--- src/rtl/mbscore_int_requester_pkg.sv ---
// Shared constants for the MBScore interrupt requester: source indices,
// one-hot source vectors and the requester state encoding.
package mbscore_int_requester_pkg;

    localparam int unsigned NUM_SRC_DEF     = 7;
    localparam int unsigned ACK_TIMEOUT_DEF = 15;

    // Source bit indices, bit 0 is the highest priority
    localparam int unsigned SRC_SYSCALL  = 0;
    localparam int unsigned SRC_KEYBOARD = 1;
    localparam int unsigned SRC_MOUSE    = 2;
    localparam int unsigned SRC_UART     = 3;
    localparam int unsigned SRC_STORAGE  = 4;
    localparam int unsigned SRC_ETHERNET = 5;
    localparam int unsigned SRC_CF       = 6;

    // One-hot request vectors as seen by the interrupt controller
    localparam logic [NUM_SRC_DEF-1:0] INT_SYSCALL  = NUM_SRC_DEF'(1) << SRC_SYSCALL;
    localparam logic [NUM_SRC_DEF-1:0] INT_KEYBOARD = NUM_SRC_DEF'(1) << SRC_KEYBOARD;
    localparam logic [NUM_SRC_DEF-1:0] INT_MOUSE    = NUM_SRC_DEF'(1) << SRC_MOUSE;
    localparam logic [NUM_SRC_DEF-1:0] INT_UART     = NUM_SRC_DEF'(1) << SRC_UART;
    localparam logic [NUM_SRC_DEF-1:0] INT_STORAGE  = NUM_SRC_DEF'(1) << SRC_STORAGE;
    localparam logic [NUM_SRC_DEF-1:0] INT_ETHERNET = NUM_SRC_DEF'(1) << SRC_ETHERNET;
    localparam logic [NUM_SRC_DEF-1:0] INT_CF       = NUM_SRC_DEF'(1) << SRC_CF;

    typedef enum logic [1:0] {
        ST_IDLE    = 2'd0,
        ST_REQ     = 2'd1,
        ST_SERVICE = 2'd2
    } state_e;

endpackage

--- src/rtl/mbscore_int_prio_enc.sv ---
// Fixed-priority encoder: isolates the lowest set pending bit as a one-hot.
module mbscore_int_prio_enc #(
    parameter int unsigned W = 7
) (
    input  logic [W-1:0] i_pending,
    output logic [W-1:0] o_onehot
);

    // x & -x keeps only the least significant set bit; zero in gives zero out
    always_comb begin
        o_onehot = i_pending & (~i_pending + W'(1));
    end

endmodule

--- src/rtl/mbscore_int_requester.sv ---
// Interrupt requester: latches device request edges, presents one source at
// a time to the interrupt controller and tracks the handler until EOI.
module mbscore_int_requester
    import mbscore_int_requester_pkg::*;
#(
    parameter int unsigned NUM_SRC     = NUM_SRC_DEF,
    parameter int unsigned ACK_TIMEOUT = ACK_TIMEOUT_DEF
) (
    input  logic               clk,
    input  logic               rst,
    input  logic [NUM_SRC-1:0] dev_req,
    input  logic               int_en_n,
    input  logic               int_ack,
    input  logic               int_eoi,
    output logic [NUM_SRC-1:0] int_vec,
    output logic [NUM_SRC-1:0] int_pending,
    output logic               int_busy
);

    localparam int unsigned CNT_W = $clog2(ACK_TIMEOUT) + 1;
    localparam logic [CNT_W-1:0] CNT_LAST = CNT_W'(ACK_TIMEOUT - 1);
    localparam logic [CNT_W-1:0] CNT_MAX  = {CNT_W{1'b1}};

    state_e             r_state;
    state_e             w_state_nxt;
    logic [NUM_SRC-1:0] r_dev_req;
    logic [NUM_SRC-1:0] r_dev_req_d;
    logic [NUM_SRC-1:0] r_pending;
    logic [NUM_SRC-1:0] r_vec;
    logic               r_busy;
    logic [CNT_W-1:0]   r_cnt;
    logic [NUM_SRC-1:0] w_rise;
    logic [NUM_SRC-1:0] w_grant;
    logic [NUM_SRC-1:0] w_clr;
    logic [NUM_SRC-1:0] w_vec_nxt;
    logic [CNT_W-1:0]   w_cnt_nxt;

    assign int_vec     = r_vec;
    assign int_pending = r_pending;
    assign int_busy    = r_busy;

    // Edge is judged on the synchronised copy so a raw glitch cannot race the grant
    assign w_rise = r_dev_req & ~r_dev_req_d;

    mbscore_int_prio_enc #(
        .W (NUM_SRC)
    ) u_prio_enc (
        .i_pending (r_pending),
        .o_onehot  (w_grant)
    );

    // Next state, next vector, ack clear mask and timeout counter
    always_comb begin
        w_state_nxt = r_state;
        w_vec_nxt   = r_vec;
        w_cnt_nxt   = r_cnt;
        w_clr       = '0;
        case (r_state)
            ST_IDLE: begin
                w_vec_nxt = '0;
                w_cnt_nxt = '0;
                if ((r_pending != '0) && !int_en_n) begin
                    w_state_nxt = ST_REQ;
                    w_vec_nxt   = w_grant;
                end
            end
            ST_REQ: begin
                if (int_ack) begin
                    w_state_nxt = ST_SERVICE;
                    w_clr       = r_vec;
                    w_vec_nxt   = '0;
                    w_cnt_nxt   = '0;
                end else if (int_en_n || (r_cnt == CNT_LAST)) begin
                    // Withdraw but keep pending so the source is offered again
                    w_state_nxt = ST_IDLE;
                    w_vec_nxt   = '0;
                    w_cnt_nxt   = '0;
                end else if (r_cnt != CNT_MAX) begin
                    w_cnt_nxt = r_cnt + CNT_W'(1);
                end
            end
            ST_SERVICE: begin
                w_vec_nxt = '0;
                if (int_eoi) begin
                    w_state_nxt = ST_IDLE;
                end
            end
            default: begin
                w_state_nxt = ST_IDLE;
                w_vec_nxt   = '0;
                w_cnt_nxt   = '0;
            end
        endcase
    end

    // State, synchroniser and output registers; a new edge beats an ack clear
    always_ff @(posedge clk) begin
        if (rst) begin
            r_state     <= ST_IDLE;
            r_dev_req   <= dev_req;
            r_dev_req_d <= dev_req;
            r_pending   <= '0;
            r_vec       <= '0;
            r_busy      <= 1'b0;
            r_cnt       <= '0;
        end else begin
            r_state     <= w_state_nxt;
            r_dev_req   <= dev_req;
            r_dev_req_d <= r_dev_req;
            r_pending   <= (r_pending & ~w_clr) | w_rise;
            r_vec       <= w_vec_nxt;
            r_busy      <= (w_state_nxt == ST_SERVICE);
            r_cnt       <= w_cnt_nxt;
        end
    end

endmodule

--- config.mk ---
export PLATFORM = sky130hd
export DESIGN_NAME = mbscore_int_requester
export DESIGN_NICKNAME = d
export VERILOG_FILES = /design/src/rtl/mbscore_int_requester_pkg.sv /design/src/rtl/mbscore_int_prio_enc.sv /design/src/rtl/mbscore_int_requester.sv
export SDC_FILE = /design/constraint.sdc
export NUM_CORES = 1
export LEC_CHECK = 0
export ABC_CLOCK_PERIOD_IN_PS = 2000
export CAP_MARGIN = 10
export CORE_MARGIN = 2
export CORE_UTILIZATION = 50
export CTS_CLUSTER_DIAMETER = 150
export DETAILED_ROUTE_END_ITERATION = 8
export PLACE_DENSITY = 0.83
export SLEW_MARGIN = 25
export SYNTH_ARGS = -nofsm -noshare
export SYNTH_HDL_FRONTEND = slang
export SYNTH_SLANG_ARGS = --single-unit
--- constraint.sdc ---
create_clock -name clk -period 2 [get_ports clk]
set_input_delay 0.4 -clock clk [delete_from_list [all_inputs] [get_ports clk]]
set_output_delay 0.4 -clock clk [all_outputs]
set_load 0.05 [all_outputs]
==> metrics.md, run 1 <==
| Metric | Value |
|---|---|
| Status | `finished, final reports clean` |
| Tightest Pin Transition | `0.610 ns` |
| Global-route wire length before repair | `5660 um` |
| Fillers | `218` |
| ANT nets after route | `0` |
| Max clock buf depth | `2` |
| GP Congestion | `0.720` |
| Initial antenna violation count | `0` |
| Worst Hold Slack | `0.475 ns` |
| Area contributors post-synth | `dfxtp_1 51%, mux2_2 5.6%, a21oi_1 3.9%, nand4b_1 3.7%, nand3_1 3.2%` |
| Max VDD drop | `0.661 mV` |
| Area grow syn2layout | `32.0%` |
| Port bufs | `26` |
| Wire per inst | `15.4 um` |
| Vias/cell | `5.95` |
| CP required | `1.60 ns` |
| Hold Fails Final Rpt | `0` |
| Initial Utilization | `51.9%` |
| M3 GR Usage | `6.12%` |
| Leakage | `0.709 nW` |
| Final worst-path cycle share | `96.8%` |
| Sequential area share after synthesis | `50.8%` |
| Critical Path, Cell by Cell | `clkdlybuf4s50_1` |
| Core Rows | `19` |
| Crit path DAT | `1.54 ns` |
| Layout cells sized above 1 | `15.8%` |
| Max Cap Viol | `0` |
| Internal power | `1.11 mW` |
| Setup crit end kind | `primary output` |
| Clk slew on worst S/H paths | `0.11 ns` |
| GR Util met2 | `40.1%` |
| # IOs | `27` |
| Sequential Power Share | `52.3%` |
| Vias after detailed routing | `1,279` |
| Worst setup SP type | `register` |
| Area leader, netlist | `dfxtp_1` |
| Core Box Area | `0.00273 mm2` |
| Min-Delay Path Class | `reg2reg` |
| Nets | `198` |
| Synth Net Count | `161` |
| Num CTS Buffers | `5` |
| Setup CP Type | `reg2out` |
| Final Setup Violations | `0` |
| FMAX | `516 MHz` |
| Synth cell types | `29` |
| Post-Syn Area | `0.00142 mm2` |
| Critical path fanouts, max | `3` |
| Clk network pwr share | `33.8%` |
| Drt pass-1 iters | `4` |
| Die width | `57.3 um` |
| Switching Share | `25.8%` |
| Worst slew margin | `59.0%` |
| CP max stage delay | `0.83 ns` |
| TritonCTS Sinks | `36` |
| Die Ht | `57.3 um` |
| Ys Warns | `0` |
| Avg Inst Size Synth | `9.72 um2` |
| DRC | `0` |
| CTS tree | `done` |
| Overall power | `1.49 mW` |
| Global router's overall resource usage | `22.6%` |
| Switching Power | `0.386 mW` |
| Busiest grt layer | `met2` |
| Share of the synthesized area in the top cell type | `50.8%` |
| Skew-Pair Late Insertion Delay | `0.33 ns` |
| Final TNS setup | `0 ns` |
| Drt first-iter violations | `47` |
| Vias in the first global route | `1,392` |
| Cells after Synth | `146` |
| Worst Path Buf+Inv | `1` |
| Seq cells post-synth | `36` |
| Largest net degree at the start of global routing | `30` |
| Setup repair bufs after CTS | `0` |
| Setup Skew | `0.00998 ns` |
| CP max stage cell | `clkdlybuf4s50_1` |
| CTS root buf | `clkbuf_4` |
| Overflow after GRT | `0` |
| Final core utilization | `68.5%` |
| GR met1 Demand/Resource | `23.3%` |
| Area occupied by multi-input gates | `648 um2` |
| Comb power frac | `13.9%` |
| Max Slew Vio Count | `0` |
| Hold Buf Count CTS | `0` |
| Diodes inserted | `0` |
| WL final | `3320 um` |
| Post-layout min period | `1.94 ns` |
| Worst path top cell family by delay | `buffers and inverters` |
| H-tree levels | `2` |
| PwrDens | `797 mW/mm2` |
| DIE AREA | `0.00328 mm2` |
| RSZ-0062 raised after global routing | `no` |
| DP HPWL | `2450 um` |
| Storage cell area | `721 um2` |
per-stage QoR:
stage	instance area [um2]	setup slack (ns)	cells
finish	1870	0.0637	215
global route	1870	0.00756	215
CTS	1870	0.00905	215
detailed placement	1790	-0.105	207
global placement	1790	-0.0476	207
floorplan	1420	0.257	146
placed cells by master (no fill, tap or decap):
cell type	synthesis	layout
dfxtp_1	36	36
clkdlybuf4s50_1	0	20
a21oi_1	11	11
o21ai_0	9	9
nand3_1	9	9
inv_1	8	8
buf_4	0	8
mux2_2	7	7
nand2b_1	7	7
nand2_1	6	6
nand4b_1	6	6
nand4_1	6	6
nor2_1	6	6
a31oi_1	5	5
clkbuf_4	0	5
a221oi_1	4	4
nor2b_1	3	3
nor3_1	3	3
ha_1	3	3
dlymetal6s2s_1	0	3
o211ai_1	2	2
dlygate4sd2_1	0	2
buf_12	0	2
and3_1	1	1
nor4b_2	1	1
or4b_4	1	1
or4_1	1	1
or2b_2	1	1
nand3b_1	1	1
o21a_1	1	1
nor4_1	1	1
a21bo_2	1	1
and4b_1	1	1
clkinv_2	0	1
bufinv_16	0	1
clkinvlp_4	0	1
power by group through the flow:
stage	logic [mW]	clock network (mW)	registers (mW)
6_report	0.207	0.505	0.781
3_3_place_gp	0.201	0	0.795
5_1_grt	0.222	0.549	0.787
3_5_place_dp	0.210	0	0.797
4_1_cts	0.208	0.513	0.781
2_1_floorplan	0.0733	0	0.842
area by class of cell:
| class | count | share of cell area [%] |
|---|---|---|
| clock buffers | 5 | 2.00 |
| well taps | 31 | 2.07 |
| multi-input cells | 97 | 34.6 |
| flip-flops and latches | 36 | 38.5 |
| inverters | 8 | 1.60 |
| clock inverters | 3 | 2.27 |
| repair buffers | 35 | 19.0 |
worst paths after layout:
kind	startpoint	to	slack (ns)	depth (start not counted)
worst min register to register	r_dev_req[0]	int_pending[0]	0.47	2
worst min-delay path	r_dev_req[0]	int_pending[0]	0.47	2
worst max register to register	r_cnt[0]	r_cnt[3]	0.14	6
worst max-delay path	int_vec[6]	int_vec[6]	0.06	1
kinds of logic after synthesis:
group | count (synthesis) | synth area share, %
buf+inv | 13 | 3.53
mux | 7 | 5.56
compound gates | 33 | 14.0
flops | 36 | 50.8
simple gates | 54 | 23.5
fa+ha+maj | 3 | 2.65
cells in the mapped netlist, drive strengths merged:
master and count:
a21bo 1, a21oi 11, a221oi 4, a31oi 5, and3 1, and4b 1, buf 1, clkbuf 4
dfxtp 36, ha 3, inv 8, mux2 7, nand2 6, nand2b 7, nand3 9, nand3b 1
nand4 6, nand4b 6, nor2 6, nor2b 3, nor3 3, nor4 1, nor4b 1, o211ai 2
o21a 1, o21ai 9, or2b 1, or4 1, or4b 1
flip-flops by register name, indices dropped and copies added (netlist names):
name         cells
int_pending      7
int_vec          7
r_dev_req        7
r_dev_req_d      7
r_cnt            5
r_state          2
int_busy         1
what timing repair did:
action / CTS / global route
resized for setup: 2 / 3
endpoints found under the setup margin: 2 / 3
pin swaps: 0 / 0
endpoints found under the hold margin: 0 / 0
metal layers:
metal	up-vias	wire [um]
met5	-	0
met2	42	1760
met3	13	145
met4	0	102
met1	617	1310
li1	607	-
Note: power is estimated with default switching activity, not from simulation.
==> inputs of run 2 (changes only) <==
==> constraint.sdc (replaced) <==
create_clock -name clk -period 2 [get_ports clk]
set_input_delay 0.5 -clock clk [delete_from_list [all_inputs] [get_ports clk]]
set_output_delay 0.5 -clock clk [all_outputs]
set_load 0.05 [all_outputs]
==> metrics.md, run 2 (synthesis gave the netlist of run 1 again) <==
| Metric | Value |
|---|---|
| GP Congestion | `0.708 (-1.7%)` |
| Drt first-iter violations | `37 (-21%)` |
| Vias in the first global route | `1,224 (-12%)` |
| Worst setup SP type | `register` |
| DRC | `0 (unchanged)` |
| Setup crit end kind | `register` |
| Largest net degree at the start of global routing | `30 (unchanged)` |
| Core Rows | `19 (unchanged)` |
| Overflow after GRT | `0 (unchanged)` |
| Initial antenna violation count | `0 (unchanged)` |
| Die width | `57.3 um (unchanged)` |
| Hold Buf Count CTS | `0 (unchanged)` |
| Switching Share | `25.8% (-0.057 points)` |
| CTS root buf | `clkbuf_4` |
| Skew-Pair Late Insertion Delay | `0.34 ns (about the same)` |
| Port bufs | `26 (unchanged)` |
| Post-layout min period | `1.87 ns (-0.0620 ns)` |
| Leakage | `0.704 nW (-0.64%)` |
| Vias/cell | `5.74 (-3.5%)` |
| Global-route wire length before repair | `5330 um (-5.8%)` |
| CP required | `2.27 ns (+0.67 ns)` |
| Fillers | `217 (-0.46%)` |
| Status | `finished, final reports clean` |
| Max clock buf depth | `2 (unchanged)` |
| Min-Delay Path Class | `reg2reg` |
| DP HPWL | `2380 um (-3.0%)` |
| Comb power frac | `13.7% (-0.2 points)` |
| Final Setup Violations | `0 (unchanged)` |
| Die Ht | `57.3 um (unchanged)` |
| CTS tree | `done` |
| # IOs | `27 (unchanged)` |
| Setup repair bufs after CTS | `0 (unchanged)` |
| ANT nets after route | `0 (unchanged)` |
| Switching Power | `0.384 mW (-0.41%)` |
| Final Non-Filler Cells | `216 (+0.47%)` |
| TritonCTS Sinks | `36 (unchanged)` |
| Core Box Area | `0.00273 mm2 (unchanged)` |
| Final TNS setup | `0 ns (unchanged)` |
| Hold Fails Final Rpt | `0 (unchanged)` |
| Nets | `199 (+0.51%)` |
| Clk slew on worst S/H paths | `0.11 ns (about the same)` |
| PwrDens | `807 mW/mm2 (+1.3%)` |
| Most frequent cells in the layout | `36 x dfxtp_1, 22 x buf_4, 11 x a21oi_1, 11 x clkdlybuf4s50_1` |
| Layout cells sized above 1 | `23.2% (+7.5 points)` |
| Initial Utilization | `51.9% (unchanged)` |
| Worst slew margin | `57.0% (-2.0 points)` |
| RSZ-0062 raised after global routing | `no` |
| Max Slew Vio Count | `0 (unchanged)` |
| Vias after detailed routing | `1,240 (-3.0%)` |
| Diodes inserted | `0 (unchanged)` |
| DIE AREA | `0.00328 mm2 (unchanged)` |
| Setup Skew | `0.00932 ns (-0.000660 ns)` |
| Clk network pwr share | `33.8% (about the same)` |
| Sequential Power Share | `52.4% (about the same)` |
| Max Cap Viol | `0 (unchanged)` |
| Global router's overall resource usage | `21.3% (-1.3 points)` |
| Area grow syn2layout | `30.1%` |
| Num CTS Buffers | `5 (unchanged)` |
| Most common cell after layout, fill and taps aside | `dfxtp_1` |
| Setup CP Type | `reg2reg` |
| H-tree levels | `2 (unchanged)` |
| Final worst-path cycle share | `93.7% (-3.1 points)` |
| Internal power | `1.11 mW (-0.12%)` |
| Tightest Pin Transition | `0.640 ns (+0.0300 ns)` |
| WL final | `3190 um (-3.7%)` |
| Max VDD drop | `0.819 mV (+24%)` |
| FMAX | `534 MHz (+3.3%)` |
| Wire per inst | `14.8 um (-4.2%)` |
| Drt pass-1 iters | `4 (unchanged)` |
| Critical path fanouts, max | `6 (+3)` |
| Placed cell count | `208 (+0.48%)` |
| Crit path DAT | `2.14 ns (+0.60 ns)` |
run 2: changes by cell type in the layout (fill, tap and decap cells not counted):
cell and change:
dlygate4sd2_1 -2, dlymetal6s2s_1 -2, buf_4 +14, clkdlybuf4s50_1 -9
run 2: power by group through the flow:
stage / sequential, mW / combinational (mW) / clock (mW)
final: 0.781 / 0.205 / 0.504
after global placement: 0.795 / 0.198 / 0
after floorplan: 0.842 / 0.0733 / 0
after CTS: 0.781 / 0.205 / 0.514
after global routing: 0.787 / 0.219 / 0.541
after detailed placement: 0.797 / 0.205 / 0
run 2: area by class of cell:
type	instances	area [um2]	share of cell area [%]
well taps	31	38.8	2.10
clock buffers	5	37.5	2.03
flip-flops and latches	36	721	39.1
clock inverters	3	42.5	2.31
multi-input cells	97	648	35.1
inverters	8	30.0	1.63
repair buffers	36	328	17.8
run 2: worst max-delay path, cell delays in order, from the launching register on:
cell	delay, ns
dfxtp_1	0.38
ha_1	0.24
and3_1	0.20
ha_1	0.20
nand4b_1	0.21
or4_1	0.41
a31oi_1	0.16
run 2: final timing paths:
path,start,end,slack [ns],cells past startpoint
min reg2reg,r_dev_req[0],int_pending[0],0.47,2
max,r_cnt[0],r_cnt[3],0.13,6
max reg2reg,r_cnt[0],r_cnt[3],0.13,6
min,r_dev_req[0],int_pending[0],0.47,2
run 2: layer usage:
layer  vias to the layer above  share of wire, %  track usage, %
li1                        614                 -               -
met1                       588                39            23.7
met2                        33                56            37.4
met3                         5               4.1            5.67
met4                         0              0.91            10.3
met5                         -                 0               0
run 2: what timing repair did:
item | in CTS | in global routing
setup endpoints to repair | 0 | 1
gates resized for setup | 0 | 1
endpoints found under the hold margin | 0 | 0
run 2: through the flow:
stage	hold WS (ns)	area, um2	worst slack, ns	utilization (%)	total power [mW]
after global routing	0.501	1850	0.00956	67.5	1.55
final	0.474	1850	0.126	67.5	1.49
after CTS	0.476	1840	0.0139	67.4	1.50
after global placement	0.449	1760	-0.148	64.5	0.992
after detailed placement	0.460	1760	-0.186	64.5	1.00
after floorplan	0.443	1420	0.257	-	0.916
==> inputs of run 3 (changes only) <==
Settings changed: CORE_MARGIN 2 to default, CORE_UTILIZATION 50 to 51, CTS_BUF_LIST from default to sky130_fd_sc_hd__clkbuf_4, PLACE_DENSITY 0.83 to 0.85, SYNTH_HIERARCHICAL from default to 1.
==> metrics.md, run 3 <==
| Metric | Value |
|---|---|
| Initial Utilization | `55.1% (+3.2 points)` |
| Wire per inst | `12.9 um (-13%)` |
| Layout cells sized above 1 | `24.3% (+1.0 points)` |
| Largest net degree at the start of global routing | `14 (-53%)` |
| DP HPWL | `1980 um (-17%)` |
| CP required | `1.50 ns (-0.77 ns)` |
| Most frequent cell after synthesis | `dfxtp_1` |
| Share of the synthesized area in the top cell type | `51.4% (+0.59 points)` |
| Final non-filler cell area | `0.00179 mm2 (-3.1%)` |
| Die width | `54.4 um (-4.9%)` |
| PwrDens | `767 mW/mm2 (-5.0%)` |
| CTS root buf | `clkbuf_4` |
| Worst setup margin | `0.0601 ns (-0.0656 ns)` |
| FMAX | `515 MHz (-3.4%)` |
| Dpl cell area | `0.00173 mm2 (-1.8%)` |
| Fillers | `208 (-4.1%)` |
| Ys async rst share | `0% (unchanged)` |
| Global router's overall resource usage | `19.2% (-2.1 points)` |
| Pre-CTS setup slack | `-0.221 ns (-0.0357 ns)` |
| Drt pass-1 iters | `4 (unchanged)` |
| Min-Delay Path Class | `reg2reg` |
| Crit path DAT | `1.44 ns (-0.70 ns)` |
| ANT nets after route | `0 (unchanged)` |
| CP max stage delay | `0.79 ns (+0.38 ns)` |
| Core Box Area | `0.00254 mm2 (-6.9%)` |
| Area grow syn2layout | `27.5%` |
| Max Slew Vio Count | `0 (unchanged)` |
| CP max stage cell | `clkdlybuf4s50_1` |
| Number of cells on the critical path | `1 (-5)` |
| Placed cell count | `195 (-6.3%)` |
| Setup CP Type | `reg2out` |
| Final TNS setup | `0 ns (unchanged)` |
| H-tree levels | `2 (unchanged)` |
| Post-synth top flop | `dfxtp_1` |
| Top cells by instance count after synthesis | `36 x dfxtp_1, 14 x inv_1, 9 x nand2b_1` |
| Setup Skew | `0.0119 ns (+0.00260 ns)` |
| Critical Path, Cell by Cell | `clkdlybuf4s50_1` |
| Skew-Pair Late Insertion Delay | `0.33 ns (about the same)` |
| Nets | `187 (-6.0%)` |
| Num CTS Buffers | `5 (unchanged)` |
| Worst path top cell family by delay | `buffers and inverters` |
| CTS tree | `done` |
| Seq cells post-synth | `36 (unchanged)` |
| Setup crit end kind | `primary output` |
| Core Rows | `18 (-1)` |
| Worst r2r path cells | `5 (-1)` |
| DRC | `0 (unchanged)` |
| RSZ-0062 raised after global routing | `no` |
| Worst setup SP type | `register` |
| Ys Warns | `6 (+6)` |
| Port bufs | `26 (unchanged)` |
| Vias/cell | `5.37 (-6.5%)` |
| Global-route wire length before repair | `4020 um (-25%)` |
| # IOs | `27 (unchanged)` |
| Vias after detailed routing | `1,090 (-12%)` |
| Sequential area share after synthesis | `51.4% (+0.59 points)` |
| Overflow after GRT | `0 (unchanged)` |
| Post-synth EDFFs | `0 (unchanged)` |
| Post-Syn Area | `0.00140 mm2 (-1.1%)` |
| Leakage | `0.698 nW (-0.95%)` |
| Cells after Synth | `134 (-8.2%)` |
| Status | `finished, final reports clean` |
| Diodes inserted | `0 (unchanged)` |
| Final Setup Violations | `0 (unchanged)` |
| Max clock buf depth | `2 (unchanged)` |
| Drt first-iter violations | `32 (-14%)` |
| Area contributors post-synth | `dfxtp_1 51%, mux2_2 5.6%, a22o_1 4.4%, nand2b_1 4.0%, inv_1 3.7%` |
| Worst Path Buf+Inv | `1 (+1)` |
| Synth cell types | `34 (+17%)` |
| Clk slew on worst S/H paths | `0.12 ns (about the same)` |
| Most common cell after layout, fill and taps aside | `dfxtp_1` |
| Hold Fails Final Rpt | `0 (unchanged)` |
| Die Ht | `54.4 um (-4.9%)` |
| DIE AREA | `0.00296 mm2 (-9.6%)` |
| Most frequent cells in the layout | `36 x dfxtp_1, 18 x buf_4, 14 x inv_1, 12 x clkdlybuf4s50_1, 9 x nand2b_1` |
| Max VDD drop | `0.768 mV (-6.2%)` |
| Area leader, netlist | `dfxtp_1` |
| Vias in the first global route | `931 (-24%)` |
| Avg Inst Size Synth | `10.5 um2 (+7.7%)` |
| GP Congestion | `0.901 (+27%)` |
| WL final | `2610 um (-18%)` |
| Critical path fanouts, max | `1 (-5)` |
| Final Non-Filler Cells | `203 (-6.0%)` |
| TritonCTS Sinks | `36 (unchanged)` |
| Initial antenna violation count | `0 (unchanged)` |
| Synth Net Count | `149 (-7.5%)` |
| WHS Path Cells | `2 (unchanged)` |
| Final worst-path cycle share | `97.0% (+3.3 points)` |
| Worst slew margin | `66.7% (+9.7 points)` |
| Max Cap Viol | `0 (unchanged)` |
| Tightest Pin Transition | `0.498 ns (-0.142 ns)` |
| Post-layout min period | `1.94 ns (+0.0656 ns)` |
## run 3: where the power goes
group,internal [mW],switching (mW)
combinational,0.0943,0.105
clock,0.138,0.250
sequential,0.754,0.0297
## run 3: path summary, 6_finish.rpt
check	slack (ns)	to	startpoint
max	0.06	int_busy	int_busy
min	0.46	int_pending[1]	r_dev_req[1]
max reg2reg	0.18	r_cnt[1]	r_cnt[0]
min reg2reg	0.46	int_pending[1]	r_dev_req[1]
## run 3: repair_timing
| action | in CTS | in global routing |
|---|---|---|
| resized for setup | 3 | 0 |
| hold buffers | 0 | 0 |
| buffers inserted | 0 | 0 |
| setup endpoints to repair | 3 | 0 |
| endpoints found under the hold margin | 0 | 0 |
## run 3: metal layers
| metal | track usage, % | wire length (um) | part of all wire, % | up-vias |
|---|---|---|---|---|
| li1 | - | - | - | 557 |
| met1 | 25.7 | 1250 | 48 | 498 |
| met4 | 6.84 | 13 | 0.50 | 0 |
| met2 | 29.5 | 1210 | 46 | 33 |
| met5 | 0 | 0 | 0 | - |
| met3 | 5.00 | 137 | 5.2 | 2 |
## run 3: cells by family (layout without fill, tap and decap cells)
kind of cell             count (synthesis)  count (layout)  share of synthesized area, %
flip-flops                              36              36                          51.4
multiplexers                             8               8                          6.33
AO/OA/AOI/OAI                           33              33                          15.6
buffers and inverters                   17              56                          4.82
AND/OR/NAND/NOR                         37              37                          19.2
adder cells (fa/ha/maj)                  3               3                          2.68
## run 3: metrics by stage
step | util, % | total power [mW] | hold WS, ns
after floorplan | - | 0.921 | 0.443
after global placement | 68.0 | 0.994 | 0.451
after detailed placement | 68.0 | 1.00 | 0.459
after CTS | 70.3 | 1.39 | 0.470
after global routing | 70.3 | 1.43 | 0.486
final | 70.3 | 1.37 | 0.459
## run 3: cell type report
type                       instances  area, um2  share of cell area, %
clock buffer                       5       37.5                   2.10
sequential                        36        721                   40.3
multi-input combinational         81        614                   34.4
clock inverter                     3       23.8                   1.33
inverter                          14       52.6                   2.94
tap                               30       37.5                   2.10
timing repair buffer              34        302                   16.9
